--- config.mk ---
export PLATFORM = sky130hd
export DESIGN_NAME = game_sequencer
export DESIGN_NICKNAME = d
export VERILOG_FILES = /design/src/rtl/game_sequencer.sv
export SDC_FILE = /design/constraint.sdc
export NUM_CORES = 1
export LEC_CHECK = 0
export ABC_AREA = 0
export CELL_PAD_IN_SITES_DETAIL_PLACEMENT = 1
export CELL_PAD_IN_SITES_GLOBAL_PLACEMENT = 2
export CORE_AREA = 5 5 86 88
export CTS_CLUSTER_SIZE = 28
export DETAILED_ROUTE_END_ITERATION = 8
export DIE_AREA = 0 0 91 93
export PLACE_DENSITY = 0.8
export SYNTH_ARGS = -nofsm -noshare
export SYNTH_HDL_FRONTEND = slang
export SYNTH_SLANG_ARGS = --single-unit
--- constraint.sdc ---
create_clock -name vga_clock -period 3.3 [get_ports vga_clock]
set_input_delay 0.495 -clock vga_clock [delete_from_list [all_inputs] [get_ports vga_clock]]
set_output_delay 0.495 -clock vga_clock [all_outputs]
set_load 0.02 [all_outputs]
--- src/rtl/game_sequencer.sv ---
// Top-level game flow controller: title, level load/play, clear/died banners, game over/won.
// Tracks lives and the active level, and holds the level blocks in reset outside play.
module game_sequencer #(
  parameter int unsigned NUM_LEVELS    = 3,
  parameter int unsigned START_LIVES   = 3,
  parameter int unsigned BANNER_CYCLES = 50_000_000,
  parameter int unsigned LOAD_CYCLES   = 4,
  parameter int unsigned ARM_CYCLES    = 2
) (
  input  logic       vga_clock,
  input  logic       reset,
  input  logic       start_button,
  input  logic       level_win,
  input  logic       level_lose,
  output logic [1:0] level_select,
  output logic       level_reset_n,
  output logic [2:0] screen_mode,
  output logic [2:0] lives
);

  localparam int CNT_W = $clog2(BANNER_CYCLES + 1);
  localparam logic [CNT_W-1:0] LOAD_LAST   = CNT_W'(LOAD_CYCLES - 1);
  localparam logic [CNT_W-1:0] BANNER_LAST = CNT_W'(BANNER_CYCLES - 1);
  localparam logic [CNT_W-1:0] ARM_DONE    = CNT_W'(ARM_CYCLES);
  localparam logic [1:0]       LAST_LEVEL  = 2'(NUM_LEVELS - 1);

  localparam logic [2:0] MODE_TITLE = 3'd0;
  localparam logic [2:0] MODE_PLAY  = 3'd1;
  localparam logic [2:0] MODE_CLEAR = 3'd2;
  localparam logic [2:0] MODE_DIED  = 3'd3;
  localparam logic [2:0] MODE_OVER  = 3'd4;
  localparam logic [2:0] MODE_DONE  = 3'd5;

  typedef enum logic [2:0] {
    S_TITLE, S_LOAD, S_PLAY, S_CLEAR, S_DIED, S_OVER, S_DONE
  } state_e;

  state_e           state_q, state_d;
  logic [CNT_W-1:0] cnt_q, cnt_d;
  logic [1:0]       level_q, level_d;
  logic [2:0]       lives_q, lives_d;
  logic [2:0]       sync_q;
  logic             rstn_q, rstn_d;
  logic [2:0]       mode_q, mode_d;
  logic             press;
  logic             armed;

  function automatic logic [2:0] mode_of(input state_e s);
    case (s)
      S_TITLE: mode_of = MODE_TITLE;
      S_LOAD:  mode_of = MODE_PLAY;
      S_PLAY:  mode_of = MODE_PLAY;
      S_CLEAR: mode_of = MODE_CLEAR;
      S_DIED:  mode_of = MODE_DIED;
      S_OVER:  mode_of = MODE_OVER;
      S_DONE:  mode_of = MODE_DONE;
      default: mode_of = MODE_TITLE;
    endcase
  endfunction

  // sync_q[1:0] resolve metastability; sync_q[2] is the previous settled value for edge detect.
  assign press = sync_q[2] & ~sync_q[1];
  assign armed = (cnt_q >= ARM_DONE);

  always_comb begin
    // NOTE: every always_comb output is defaulted first so no path leaves a latch behind.
    state_d = state_q;
    cnt_d   = cnt_q;
    level_d = level_q;
    lives_d = lives_q;

    case (state_q)
      S_TITLE: begin
        if (press) begin
          level_d = '0;
          lives_d = 3'(START_LIVES);
          state_d = S_LOAD;
        end
      end
      S_LOAD: begin
        if (cnt_q == LOAD_LAST) state_d = S_PLAY;
        else                    cnt_d   = cnt_q + CNT_W'(1);
      end
      S_PLAY: begin
        if (!armed) begin
          cnt_d = cnt_q + CNT_W'(1);
        end else if (level_win) begin
          state_d = S_CLEAR;
        end else if (level_lose) begin
          if (lives_q > 3'd1) begin
            lives_d = lives_q - 3'd1;
            state_d = S_DIED;
          end else begin
            lives_d = 3'd0;
            state_d = S_OVER;
          end
        end
      end
      S_CLEAR: begin
        if (cnt_q == BANNER_LAST) begin
          if (level_q == LAST_LEVEL) begin
            state_d = S_DONE;
          end else begin
            level_d = level_q + 2'd1;
            state_d = S_LOAD;
          end
        end else begin
          cnt_d = cnt_q + CNT_W'(1);
        end
      end
      S_DIED: begin
        if (cnt_q == BANNER_LAST) state_d = S_LOAD;
        else                      cnt_d   = cnt_q + CNT_W'(1);
      end
      S_OVER, S_DONE: begin
        if (press) state_d = S_TITLE;
      end
      default: state_d = S_TITLE;
    endcase

    // One shared counter serves load, arm and banner timing; it restarts on every state entry.
    if (state_d != state_q) cnt_d = '0;

    rstn_d = (state_d == S_PLAY);
    mode_d = mode_of(state_d);
  end

  always_ff @(posedge vga_clock) begin
    // NOTE: state registers use non-blocking assignments so all flops update from pre-edge values.
    if (reset) begin
      state_q <= S_TITLE;
      cnt_q   <= '0;
      level_q <= '0;
      lives_q <= 3'(START_LIVES);
      sync_q  <= '0;
      rstn_q  <= 1'b0;
      mode_q  <= MODE_TITLE;
    end else begin
      state_q <= state_d;
      cnt_q   <= cnt_d;
      level_q <= level_d;
      lives_q <= lives_d;
      sync_q  <= {sync_q[1:0], start_button};
      rstn_q  <= rstn_d;
      mode_q  <= mode_d;
    end
  end

  assign level_select  = level_q;
  assign level_reset_n = rstn_q;
  assign screen_mode   = mode_q;
  assign lives         = lives_q;

endmodule

==> run metrics, run 1 <==
DP Area=2490 µm²; Pre-Repair DR Iteration Count=4; Antenna diodes=0; Die Wd=91 µm; crit-path cells=ha_1 -> nand4_1 -> and4bb_2 -> and2_1 -> a21oi_1 -> or4b_4 -> nand3_2 -> buf_4 -> nor2_1; Startpoint Class=flip-flop; WP buf/inv=1; combinational share of power=13.7%; Seq pwr share=49.3%; largest cells by area after synthesis=dfxtp_1, nor2_1, xnor2_1, xor2_1, a21oi_1; Final Cycle Share=80.4%; GPL Wtd Cong=0.750; WHS Endpoint=sync_q[1]; PwrDens=410 nW/µm²; sw frac=26.2%; CP arrival=2830 ps; nets=303; Core Box Area=6570 µm²; vias post-DR=2010; Synth Cell Area=2280 µm²; status=completed; vias in the first global route=2011; Max stage delay on crit path=490 ps; Mean Syn Cell Area=8.22 µm²; Max VDD drop=0.189 mV; die footprint=8460 µm²; All-Layer GR Usage=14.1%; worst reg2reg path startpoint=cnt_q[1]; largest area contributor in the netlist=dfxtp_1; largest net degree at the start of global routing=27; CTS Buf Count=5; HPWL Detailed=4090 µm; CP max stage cell=or4b_4; routed len/inst=15.1 µm; Reg clk slew, reported paths=80 ps; # Max-Cap Violations=0; Slew headroom=53.2%; Synth Register Bits=41; setup violators final=0; Synth cell types=48; HP Start=sync_q[0]; IO Port Bufs=13; Lkg Pwr=0.883 nW; Crit Path Max Fanout=26; post-layout instance area=2590 µm²; root buffer cell=clkbuf_8; Synthesized Nets=287; fmax=377 MHz; Ys Warns=0; Period minus WS final=2650 ps; CP required=3470 ps; most frequent cells in the layout=dfxtp_1, nor2_1, nand2_1; I/O pin total=14; P&R area growth vs syn=14.0%; critical path class=reg -> reg; clk_lat worst skew=290 ps; Post-synth top flop=dfxtp_1; post-synthesis cell count=277; Iter 0 DRT Violations=75; GRT overflow=0; Yosys top cell area share=36.1%; first-pass GRT wire length=9960 µm; CTS sink cnt=41; Reg2Reg Depth=9; layout cells sized above 1=11.9%; reg-to-reg slack, setup=650 ps; EDFF count, synth=0; Clock Skew=10.1 ps; HP Class=reg -> reg; internal power=784 µW; H-tree depth=2; register area share after synthesis=36.1%; Hold Fails Final Rpt=0; post-CTS setup buffers=0; number of routed nets with antenna violations=0; fin. max-slew vios=0; Hold Buf Count CTS=0; Die Y=93 µm; leading cell type in the layout, fill and taps excluded=dfxtp_1; initial antenna violation count=0; RR Endpoint=cnt_q[7]; nature of the critical path endpoint=flip-flop; Starting Density=34.6%; Longest Clk Path Bufs=2; Clock Power Share=37.0%; Via density=5.39; CTS tree=built; # rows=30; WHS Path Cells=1; setup TNS=0 ps; FFs w/ async S/R, synth=0%; Worst-Margin Slew=697 ps; Net Switching=279 µW; Post-Route WL=5650 µm; CP top delay family=simple AND/OR/NAND/NOR gates; post-CTS sizing=0; Residual DRC=0; RSZ-0062 raised after global routing=false
power groups by stage:
| stage | logic, mW | registers [mW] | clock network (mW) |
|---|---|---|---|
| 6_report | 0.146 | 0.524 | 0.393 |
| 5_1_grt | 0.164 | 0.527 | 0.427 |
| 4_1_cts | 0.148 | 0.524 | 0.407 |
| 3_5_place_dp | 0.147 | 0.536 | 0 |
| 3_3_place_gp | 0.145 | 0.536 | 0 |
| 2_1_floorplan | 0.110 | 0.534 | 0 |
sequential cells by signal, summed over array words and instances, names as in the netlist:
name	count
lives	3
sync_q	3
level_select	2
screen_mode	3
state_q	3
cnt_q	26
level_reset_n	1
cell families after synthesis:
family	after synthesis	synth area share (%)
fa+ha+maj	5	2.75
simple gates	146	36.2
buf+inv	20	4.51
xor+xnor	22	8.47
compound gates	43	12.0
flops	41	36.1
cells in the mapped netlist (all sizes together) (2+ instances only):
master,n
nor2,46
dfxtp,41
nand2,18
a21oi,16
nor3,12
o21ai,12
xnor2,12
nand3,11
nor4,11
nand4,10
xor2,10
inv,9
nor2b,8
buf,6
nand3b,6
clkbuf,5
ha,5
or3,5
and3,4
and4,3
nand2b,3
a211o,2
a211oi,2
a311o,2
and2,2
o22ai,2
o31ai,2
or4b,2
final cells by class:
type / instances / area, µm²
Inverter: 9 / 33.8
Sequential cell: 41 / 821
Tap cell: 80 / 100
Clock inverter: 2 / 35.0
Clock buffer: 5 / 68.8
Timing Repair Buffer: 20 / 183
Multi-Input combinational cell: 216 / 1350
Fill cell: 764 / 3980
metal layers:
metal	vias up	global-route usage (%)	part of all wire (%)
met5	-	0	0
met4	0	3.67	1.2
met3	5	2.90	2.1
met2	12	21.8	45
met1	982	20.0	52
li1	1011	-	-
stage by stage:
step           util, %  std cells  total power [mW]  hold slack [ps]  worst slack [ps]
6_report          39.5        373              1.06              450               645
5_1_grt           39.5        373              1.12              476               469
4_1_cts           39.5        373              1.08              457               623
3_5_place_dp      37.9        366             0.683              449               643
3_3_place_gp      37.9        366             0.681              426               679
2_1_floorplan        -        277             0.643              414               814
how the worst max path moves through the flow:
stage / from / endpoint / slack [ps] / depth (start not counted)
CTS: cnt_q[10] / cnt_q[7] / 620 / 8
detailed placement: cnt_q[10] / cnt_q[7] / 640 / 8
floorplan: cnt_q[1] / cnt_q[10] / 810 / 10
finish: cnt_q[1] / cnt_q[7] / 650 / 9
global route: state_q[0] / cnt_q[22] / 470 / 7
global placement: cnt_q[10] / cnt_q[6] / 680 / 8
Note: power is estimated with default switching activity, not from simulation.
==> inputs of run 2 (changes only) <==
--- a/config.mk
+++ b/config.mk
@@ -8,11 +8,11 @@
 export ABC_AREA = 0
 export CELL_PAD_IN_SITES_DETAIL_PLACEMENT = 1
 export CELL_PAD_IN_SITES_GLOBAL_PLACEMENT = 2
-export CORE_AREA = 5 5 86 88
+export CORE_AREA = 5 5 91 93
 export CTS_CLUSTER_SIZE = 28
 export DETAILED_ROUTE_END_ITERATION = 8
-export DIE_AREA = 0 0 91 93
-export PLACE_DENSITY = 0.8
+export DIE_AREA = 0 0 96 98
+export PLACE_DENSITY = 0.75
 export SYNTH_ARGS = -nofsm -noshare
 export SYNTH_HDL_FRONTEND = slang
 export SYNTH_SLANG_ARGS = --single-unit
==> constraint.sdc (replaced) <==
create_clock -name vga_clock -period 2.36 [get_ports vga_clock]
set_input_delay 0.354 -clock vga_clock [delete_from_list [all_inputs] [get_ports vga_clock]]
set_output_delay 0.354 -clock vga_clock [all_outputs]
set_load 0.02 [all_outputs]
==> run 2 against run 1 <==
The flow now finishes with violations (setup timing); final area up 25%; critical endpoint is now cnt_q[23]; global-route usage rose by 0.31 points; largest cell class unchanged; flip-flop and latch count stayed put; highest routed layer unchanged.
==> run metrics, run 2 (same netlist as run 1, synthesis figures left out) <==
Lkg Pwr=1.23 nW (+40%); IO Port Bufs=13 (unchanged); root buffer cell=clkbuf_8; layout cells sized above 1=32.9% (+21 points); nature of the critical path endpoint=flip-flop; Clock Skew=7.19 ps (-2.88 ps); Worst-Margin Slew=493 ps (-204 ps); Max stage delay on crit path=500 ps (about the same); Iter 0 DRT Violations=110 (+47%); combinational share of power=20.7% (+7.0 points); CTS Buf Count=5 (unchanged); Reg clk slew, reported paths=80 ps (about the same); Longest Clk Path Bufs=2 (unchanged); critical path class=reg -> reg; Hold Buf Count CTS=0 (unchanged); post-layout power=1.57 mW (+48%); crit-path cells=nor4_4 -> and4bb_4 -> and2_4 -> a21oi_2 -> or4b_4 -> nand3_4 -> clkbuf_16 -> nor2_1; metal3 WL=129 µm (+8.4%); Max VDD drop=0.336 mV (+78%); Residual DRC=0 (unchanged); Die Wd=96 µm (+5.5%); GRT overflow=0 (unchanged); CP required=2560 ps (-910 ps); # rows=32 (+6.7%); Slew headroom=67.2% (+14 points); Inst Count DP=434 (+19%); most frequent cells in the layout=buf_4, nor2_1, dfxtp_1; die footprint=9410 µm² (+11%); Top reg by flops=cnt_q; Net Switching=440 µW (+58%); Post-Route WL=7100 µm (+26%); Core Box Area=7450 µm² (+13%); RSZ-0062 raised after global routing=true; sw frac=28.0% (+1.7 points); Seq pwr share=46.3% (-3.0 points); CP max stage cell=or4b_4; initial antenna violation count=0 (unchanged); HP Class=reg -> reg; Period minus WS final=2370 ps (-287 ps); Clock Power Share=33.0% (-4.0 points); internal power=1.13 mW (+45%); fmax=422 MHz (+12%); Via density=5.00 (-7.3%); HPWL Detailed=4790 µm (+17%); Hold Fails Final Rpt=0 (unchanged); top layer in use=met4; Final Instance Count excl. Fillers=449 (+20%); GPL Wtd Cong=0.765 (+2.0%); clk_lat worst skew=300 ps (about the same); nets=356 (+17%); CP arrival=2560 ps (-270 ps); Pre-Repair DR Iteration Count=4 (unchanged); PwrDens=485 nW/µm² (+18%); CTS sink cnt=41 (unchanged); I/O pin total=14 (unchanged); M1 WL=3380 µm (+15%); fin. max-slew vios=0 (unchanged); status=finished, violations left; leading cell type in the layout, fill and taps excluded=buf_4; first-pass GRT wire length=10700 µm (+7.9%); largest net degree at the start of global routing=16 (-41%); number of routed nets with antenna violations=0 (unchanged); fillcell total=930 (+22%); max reg flops=26 (unchanged); Crit Path Max Fanout=5 (-81%); Final Cycle Share=100% (+20 points); failing checks=setup timing; routed len/inst=15.8 µm (+4.4%); # Max-Cap Violations=0 (unchanged); Final WS setup=-7.14 ps (-653 ps); All-Layer GR Usage=14.4% (+0.31 points); Startpoint Class=flip-flop; setup violators final=2 (+2); vias in the first global route=2165 (+7.7%); CTS tree=built; vias post-DR=2244 (+12%); Starting Density=30.6% (-4.1 points); Die Y=98 µm (+5.4%); routed wl met2=3510 µm (+39%); Antenna diodes=0 (unchanged); P&R area growth vs syn=42.6%; H-tree depth=2 (unchanged)
## run 2: final timing paths
check,startpoint,to,slack (ps),cells after the start
worst max-delay path,cnt_q[16],cnt_q[23],-7,8
worst min-delay path,sync_q[0],sync_q[1],450,1
worst max register to register,cnt_q[16],cnt_q[23],-7,8
worst min register to register,sync_q[0],sync_q[1],450,1
## run 2: layout make-up
class	count	area, µm²	area share, %
Sequential cell	41	828	25.5
Inverter	9	33.8	1.04
Clock inverter	1	5.00	0.154
Timing Repair Buffer	72	616	19.0
Multi-Input combinational cell	217	1540	47.4
Clock buffer	7	96.3	2.97
Tap cell	102	128	3.93
## run 2: power by group through the flow
stage	sequential, mW	combinational [mW]	clock [mW]
after global routing	0.732	0.355	0.571
final	0.728	0.326	0.520
after global placement	0.743	0.274	0
after detailed placement	0.743	0.279	0
after CTS	0.728	0.281	0.540
after floorplan	0.748	0.156	0
## run 2: per-layer routing
layer / up-vias / GRT usage (%)
met1: 1093 / 19.9
met3: 7 / 2.54
li1: 1122 / -
met5: - / 0
met2: 22 / 23.1
met4: 0 / 3.61
## run 2: stage by stage
stage / TNS (ps) / setup slack, ps / area (µm²) / utilization (%) / hold slack, ps
after global routing: -2020 / -102 / 3240 / 43.6 / 474
after global placement: -2580 / -111 / 2900 / 38.9 / 446
final: -7.47 / -7.14 / 3240 / 43.6 / 453
after floorplan: 0 / 45.3 / 2290 / - / 414
after detailed placement: -3890 / -166 / 2900 / 38.9 / 441
after CTS: 0 / 8.88 / 3040 / 40.9 / 463
## run 2: critical path: cells and delay by family (launching register included)
family	cells	cell delay (ps)
DFF	1	340
AOI/OAI and AO/OA	1	70
buffers and inverters	1	180
and+or+nand+nor	6	1670
## run 2: repair_timing
| action | in CTS | in global routing |
|---|---|---|
| gates resized for setup | 7 | 27 |
| buffers inserted | 1 | 4 |
| endpoints found under the setup margin | 26 | 29 |
| pin swaps | 3 | 7 |
| cloned | 0 | 2 |
